[config.mk]
export PLATFORM = sky130hd
export DESIGN_NAME = rom_loader_flat
export DESIGN_NICKNAME = d
export VERILOG_FILES = /design/src/rtl/rom_loader_if.sv /design/src/rtl/rom_loader.sv /design/src/flat_wrapper.sv
export SDC_FILE = /design/constraint.sdc
export NUM_CORES = 1
export LEC_CHECK = 0
export CORE_MARGIN = 2
export CORE_UTILIZATION = 56
export DETAILED_ROUTE_END_ITERATION = 10
export PLACE_DENSITY_LB_ADDON = 0.05
export SLEW_MARGIN = 20
export SYNTH_ARGS = -nofsm -noshare
export SYNTH_HDL_FRONTEND = slang
export SYNTH_SLANG_ARGS = --single-unit
[constraint.sdc]
create_clock -name clk -period 2.3 [get_ports clk]
set_input_delay 0.69 -clock clk [delete_from_list [all_inputs] [get_ports clk]]
set_output_delay 0.69 -clock clk [all_outputs]
set_load 0.02 [all_outputs]
[src/rtl/rom_loader_if.sv]
// Byte-stream / memory-write bundle for the ROM loader.
// The slave side is the loader itself. The master side is the byte source and
// the memory/CPU observer.
interface rom_loader_if #(
    parameter int ADDR_WIDTH = 11,
    parameter int DATA_WIDTH = 8
);
    logic [DATA_WIDTH-1:0] rx_data;
    logic                  rx_valid;
    logic                  rx_ready;
    logic [ADDR_WIDTH-1:0] mem_address;
    logic [DATA_WIDTH-1:0] mem_data_out;
    logic                  mem_write_enable;
    logic                  busy;
    logic                  done;
    logic                  error;

    modport slave (
        input  rx_data, rx_valid,
        output rx_ready, mem_address, mem_data_out, mem_write_enable,
        output busy, done, error
    );

    modport master (
        output rx_data, rx_valid,
        input  rx_ready, mem_address, mem_data_out, mem_write_enable,
        input  busy, done, error
    );
endinterface

[src/rtl/rom_loader.sv]
// Framed byte-stream loader for the 2048x8 program RAM.
// Frame: SYNC, addr_lo, addr_hi, len_lo, len_hi, len data bytes, checksum.
// Each data byte takes a DATA cycle followed by a one-cycle WRITE strobe.
// The CPU is held halted through busy while a frame is in progress.
module rom_loader #(
    parameter int         ADDR_WIDTH = 11,
    parameter int         DATA_WIDTH = 8,
    parameter logic [7:0] SYNC_BYTE  = 8'hA5
) (
    input  logic       clk,
    input  logic       reset,
    rom_loader_if.slave bus
);
    typedef enum logic [3:0] {
        S_IDLE,
        S_ADDR_LO,
        S_ADDR_HI,
        S_LEN_LO,
        S_LEN_HI,
        S_DATA,
        S_WRITE,
        S_CHECKSUM,
        S_DONE
    } state_t;

    state_t                state, state_next;
    logic                  accept;
    logic                  len_zero;
    logic [15:0]           addr_wide;
    logic [15:0]           count;
    logic [DATA_WIDTH-1:0] sum;
    logic [ADDR_WIDTH-1:0] addr_q;
    logic [DATA_WIDTH-1:0] data_q;
    logic                  ready_q;
    logic                  we_q;
    logic                  busy_q;
    logic                  done_q;
    logic                  error_q;

    // Checksum accumulation: plain 8-bit sum, wrapping mod 256.
    function automatic logic [DATA_WIDTH-1:0] sum_add(
        input logic [DATA_WIDTH-1:0] acc,
        input logic [DATA_WIDTH-1:0] val
    );
        return acc + val;
    endfunction

    assign accept    = bus.rx_valid && ready_q;
    assign len_zero  = ({bus.rx_data, count[7:0]} == 16'd0);
    // The high address byte is merged with the already-latched low byte.
    // Bits at or above ADDR_WIDTH are dropped by the slice at the point of use.
    assign addr_wide = (state == S_ADDR_HI) ? {bus.rx_data, addr_q[7:0]}
                                            : {8'h00, bus.rx_data};

    assign bus.rx_ready         = ready_q;
    assign bus.mem_address      = addr_q;
    assign bus.mem_data_out     = data_q;
    assign bus.mem_write_enable = we_q;
    assign bus.busy             = busy_q;
    assign bus.done             = done_q;
    assign bus.error            = error_q;

    // State register.
    always_ff @(posedge clk or negedge reset) begin
        if (!reset) state <= S_IDLE;
        else        state <= state_next;
    end

    // Next-state logic: byte-consuming states advance only on an accepted byte.
    always_comb begin
        state_next = state;
        case (state)
            S_IDLE:     if (accept && bus.rx_data == SYNC_BYTE) state_next = S_ADDR_LO;
            S_ADDR_LO:  if (accept) state_next = S_ADDR_HI;
            S_ADDR_HI:  if (accept) state_next = S_LEN_LO;
            S_LEN_LO:   if (accept) state_next = S_LEN_HI;
            S_LEN_HI:   if (accept) state_next = len_zero ? S_CHECKSUM : S_DATA;
            S_DATA:     if (accept) state_next = S_WRITE;
            S_WRITE:    state_next = (count == 16'd1) ? S_CHECKSUM : S_DATA;
            S_CHECKSUM: if (accept) state_next = S_DONE;
            S_DONE:     state_next = S_IDLE;
            default:    state_next = S_IDLE;
        endcase
    end

    // Control outputs are registered from the next state so they line up with it.
    always_ff @(posedge clk or negedge reset) begin
        if (!reset) begin
            ready_q <= 1'b1;
            we_q    <= 1'b0;
            busy_q  <= 1'b0;
            done_q  <= 1'b0;
        end else begin
            ready_q <= !(state_next == S_WRITE || state_next == S_DONE);
            we_q    <= (state_next == S_WRITE);
            busy_q  <= (state_next != S_IDLE);
            done_q  <= (state_next == S_DONE);
        end
    end

    // Address, data, length and checksum bookkeeping.
    // error is sticky until the next sync byte is accepted.
    always_ff @(posedge clk or negedge reset) begin
        if (!reset) begin
            addr_q  <= '0;
            data_q  <= '0;
            count   <= '0;
            sum     <= '0;
            error_q <= 1'b0;
        end else begin
            case (state)
                S_IDLE: begin
                    if (accept && bus.rx_data == SYNC_BYTE) begin
                        sum     <= '0;
                        error_q <= 1'b0;
                    end
                end
                S_ADDR_LO, S_ADDR_HI: begin
                    if (accept) addr_q <= addr_wide[ADDR_WIDTH-1:0];
                end
                S_LEN_LO: begin
                    if (accept) count[7:0] <= bus.rx_data;
                end
                S_LEN_HI: begin
                    if (accept) count[15:8] <= bus.rx_data;
                end
                S_DATA: begin
                    if (accept) begin
                        data_q <= bus.rx_data;
                        sum    <= sum_add(sum, bus.rx_data);
                    end
                end
                S_WRITE: begin
                    addr_q <= addr_q + ADDR_WIDTH'(1);
                    count  <= count - 16'd1;
                end
                S_CHECKSUM: begin
                    if (accept && bus.rx_data != sum) error_q <= 1'b1;
                end
                default: ;
            endcase
        end
    end
endmodule

[src/flat_wrapper.sv]
// flat-port wrapper written by rule: the top's interface ports become plain ports
module rom_loader_flat 
#(
    parameter int         ADDR_WIDTH = 11,
    parameter int         DATA_WIDTH = 8,
    parameter logic [7:0] SYNC_BYTE  = 8'hA5
)
  (clk, reset, bus_rx_data, bus_rx_valid, bus_rx_ready, bus_mem_address, bus_mem_data_out, bus_mem_write_enable, bus_busy, bus_done, bus_error);
  rom_loader_if #(.ADDR_WIDTH(ADDR_WIDTH), .DATA_WIDTH(DATA_WIDTH)) bus_i ();
  input  logic clk;
  input  logic reset;
  input wire logic [$bits(bus_i.rx_data)-1:0] bus_rx_data;
  input wire logic [$bits(bus_i.rx_valid)-1:0] bus_rx_valid;
  output wire logic [$bits(bus_i.rx_ready)-1:0] bus_rx_ready;
  output wire logic [$bits(bus_i.mem_address)-1:0] bus_mem_address;
  output wire logic [$bits(bus_i.mem_data_out)-1:0] bus_mem_data_out;
  output wire logic [$bits(bus_i.mem_write_enable)-1:0] bus_mem_write_enable;
  output wire logic [$bits(bus_i.busy)-1:0] bus_busy;
  output wire logic [$bits(bus_i.done)-1:0] bus_done;
  output wire logic [$bits(bus_i.error)-1:0] bus_error;
  assign bus_i.rx_data = bus_rx_data;
  assign bus_i.rx_valid = bus_rx_valid;
  assign bus_rx_ready = bus_i.rx_ready;
  assign bus_mem_address = bus_i.mem_address;
  assign bus_mem_data_out = bus_i.mem_data_out;
  assign bus_mem_write_enable = bus_i.mem_write_enable;
  assign bus_busy = bus_i.busy;
  assign bus_done = bus_i.done;
  assign bus_error = bus_i.error;
  rom_loader #(.ADDR_WIDTH(ADDR_WIDTH), .DATA_WIDTH(DATA_WIDTH), .SYNC_BYTE(SYNC_BYTE)) u_core (.clk(clk), .reset(reset), .bus(bus_i));
endmodule
==> metrics.yaml, run 1 <==
slowest_delay_ns: 0.43
cts-root-buf: "clkbuf_8"
status: "complete, no violations"
yosysSeqAreaShare_pct: 41.9
async_flop_share_pct: 100
drv_slew: 0
grt_pass1_wl_mm: 13.4
critPathCaptureType: "flip-flop"
dieArea_um2: 6160
p_per_area_nw_per_um2: 1160
drt_iter0_drc: 274
cap_violations: 0
num_vias: 2948
fin_crit_sh_pct: 99.6
cts_htree_levels: 2
fillCellCount: 412
clkLatencyLatePin_ns: 0.31
antenna_found_initial: 0
cts-hold-fix-buffers: 0
fin_worst_skew_ns: 0.0123
synthTopCellsByArea: "dfrtp_1, nor2_1, ha_1"
max_slew_margin_pct: 64.7
syn_avg_cell_area_um2: 9.20
hold_class: "in -> async"
rows: 27
hold_viol_final: 0
worstPathArrival_ns: 2.49
core_region_area_um2: 5440
synth-edff-count: 0
clkSlewWorstSetupHoldPaths_ns: 0.10
tightest_slew_ns: 0.530
place_hpwl_mm: 5.98
vias_per_cell: 6.08
wl_mm: 8.19
cts_buffers: 5
port-buffer-count: 34
nets: 435
antennaDiodeCount: 0
die_w_um: 78.5
grt_max_degree: 33
critPathTopFamily: "compound AO/OA/AOI/OAI gates"
cts_tree: "done"
crit_buf_inv: 1
finalNonFillerCells: 485
area_delta_synth_final_pct: 28.2
gp_congestion: 0.920
synth_top_cell_by_area: "dfrtp_1"
cts_sinks: 52
yosys_warnings: 0
synth_nets: 361
vdd_ir_drop_max_mv: 0.703
synth_top_area_share_pct: 41.0
post-cts-setup-buffers: 0
start_util_pct: 57.2
drc_errors: 0
track_usage_pct: 28.0
dp.cells: 477
worstPathMaxFanout: 3
synth_flop_cell: "dfrtp_1"
netlist_area_um2: 3110
setup_viol: 0
synth_cells: 338
cts_buffer_depth: 2
postRouteAntennaNets: 0
layout-drive-gt1-share_pct: 20.8
drtPass1Iterations: 5
worstPathRequired_ns: 2.50
boundaryPins: 35
startpoint_type: "input port"
rrSetupSlack_ns: 0.30
grt_overflow: 0
synth.distinct_cells: 63
final_common_cell: "dfrtp_1"
slowest_stage: "clkdlybuf4s50_1"
fmax_mhz: 436
wire_per_inst_um: 16.9
period_needed_ns: 2.29
first_global_vias: 2670
mostFrequentLayoutCells: "dfrtp_1, buf_4, nor2_1"
critPathKind: "in -> reg"
power_leakage_nw: 1.73
dieHeight_um: 78.5
ys_ff_latch: 52
crit_chain: "clkdlybuf4s50_1, ha_1, a2111o_1, a21oi_2, o21ai_0, and4b_1, a211o_1"
total_power_mw: 4.61
final timing paths:
path                                   from                   endpoint  depth (start not counted)
hold / removal                        reset  u_core.bus.mem_address[0]                          1
max in group asynchronous             reset        u_core.bus.rx_ready                          2
min in group clk           u_core.count[12]           u_core.count[12]                          1
setup reg to reg              u_core.sum[4]              u_core.sum[7]                          6
setup / recovery             bus_rx_data[5]              u_core.sum[7]                          7
hold reg to reg            u_core.count[12]           u_core.count[12]                          1
final cells by class:
cell class	count	area (µm²)	area share (%)
multi-input combinational	264	1760	44.1
timing repair buffer	82	717	18.0
clock buffer	6	82.6	2.07
clock inverter	2	10.0	0.251
sequential	52	1300	32.7
inverter	7	26.3	0.659
tap	72	90.1	2.26
flip-flops by register name, indices dropped and copies added, names as in the netlist:
signal,cells
u_core.sum,8
u_core.bus.mem_data_out,8
u_core.state,4
u_core.count,16
u_core.bus.mem_address,11
u_core.bus.rx_ready,1
u_core.bus.error,1
u_core.bus.mem_write_enable,1
u_core.bus.busy,1
u_core.bus.done,1
per-stage QoR:
| step | area (µm²) | setup TNS (ns) | setup WS [ns] | hold WS [ns] | utilization [%] |
|---|---|---|---|---|---|
| finish | 3990 | 0 | 0.00888 | 0.338 | 73.3 |
| floorplan | 3110 | 0 | 0.123 | 0.394 | - |
| global placement | 3870 | -5.53 | -0.459 | 0.477 | 71.1 |
| detailed placement | 3870 | -6.48 | -0.486 | 0.476 | 71.1 |
| global route | 3990 | -0.0182 | -0.0182 | 0.382 | 73.3 |
| CTS | 3970 | 0 | 0.000970 | 0.361 | 73.0 |
cells in the mapped netlist, drive strengths merged, types with 3 or more instances:
| master | instances |
|---|---|
| nor4 | 8 |
| a22o | 4 |
| dfrtp | 51 |
| or2 | 8 |
| inv | 7 |
| nand4 | 3 |
| buf | 7 |
| nor3 | 6 |
| nor2 | 38 |
| a21o | 5 |
| and3 | 4 |
| ha | 11 |
| xnor2 | 6 |
| o31ai | 4 |
| clkbuf | 8 |
| a211oi | 5 |
| nand2 | 33 |
| nand3 | 13 |
| a2bb2oi | 4 |
| mux2 | 9 |
| o211ai | 6 |
| o21ai | 21 |
| a21oi | 24 |
| or3 | 7 |
| nand2b | 3 |
repair_timing:
item                                    CTS  global route
hold endpoints to repair                  0             0
resized for setup                         7             3
endpoints found under the setup margin    6             3
pin swaps                                 1             0
gates cloned                              0             0
per-layer routing:
layer | vias to the layer above | wire length [µm] | global-route usage, % | share of wire, %
met5 | - | 0 | 0 | 0
li1 | 1405 | - | - | -
met4 | 0 | 217 | 11.6 | 2.6
met1 | 1407 | 3910 | 42.6 | 48
met3 | 26 | 416 | 3.91 | 5.1
met2 | 110 | 3650 | 40.0 | 45
cells by family after synthesis:
| family | after synthesis | synth area share, % |
|---|---|---|
| multiplexers | 10 | 3.58 |
| XOR/XNOR | 6 | 1.69 |
| flip-flops | 52 | 41.9 |
| buffers and inverters | 22 | 2.98 |
| AO/OA/AOI/OAI | 99 | 21.7 |
| adder cells (fa/ha/maj) | 13 | 5.39 |
| AND/OR/NAND/NOR | 136 | 22.8 |
report_power, final:
group | switching, mW | internal [mW] | total (mW)
clock | 0.304 | 0.241 | 0.544
sequential | 0.409 | 1.29 | 1.70
combinational | 1.20 | 1.16 | 2.36
No activity file was read; power rests on OpenSTA's default activity.
==> inputs of run 2 (changes only) <==
CAP_MARGIN = 5   (was unset)
HOLD_SLACK_MARGIN = 0.1   (was unset)
==> results of run 2 <==
Same layout as run 1: the final DEF is identical, and so are final timing and power.
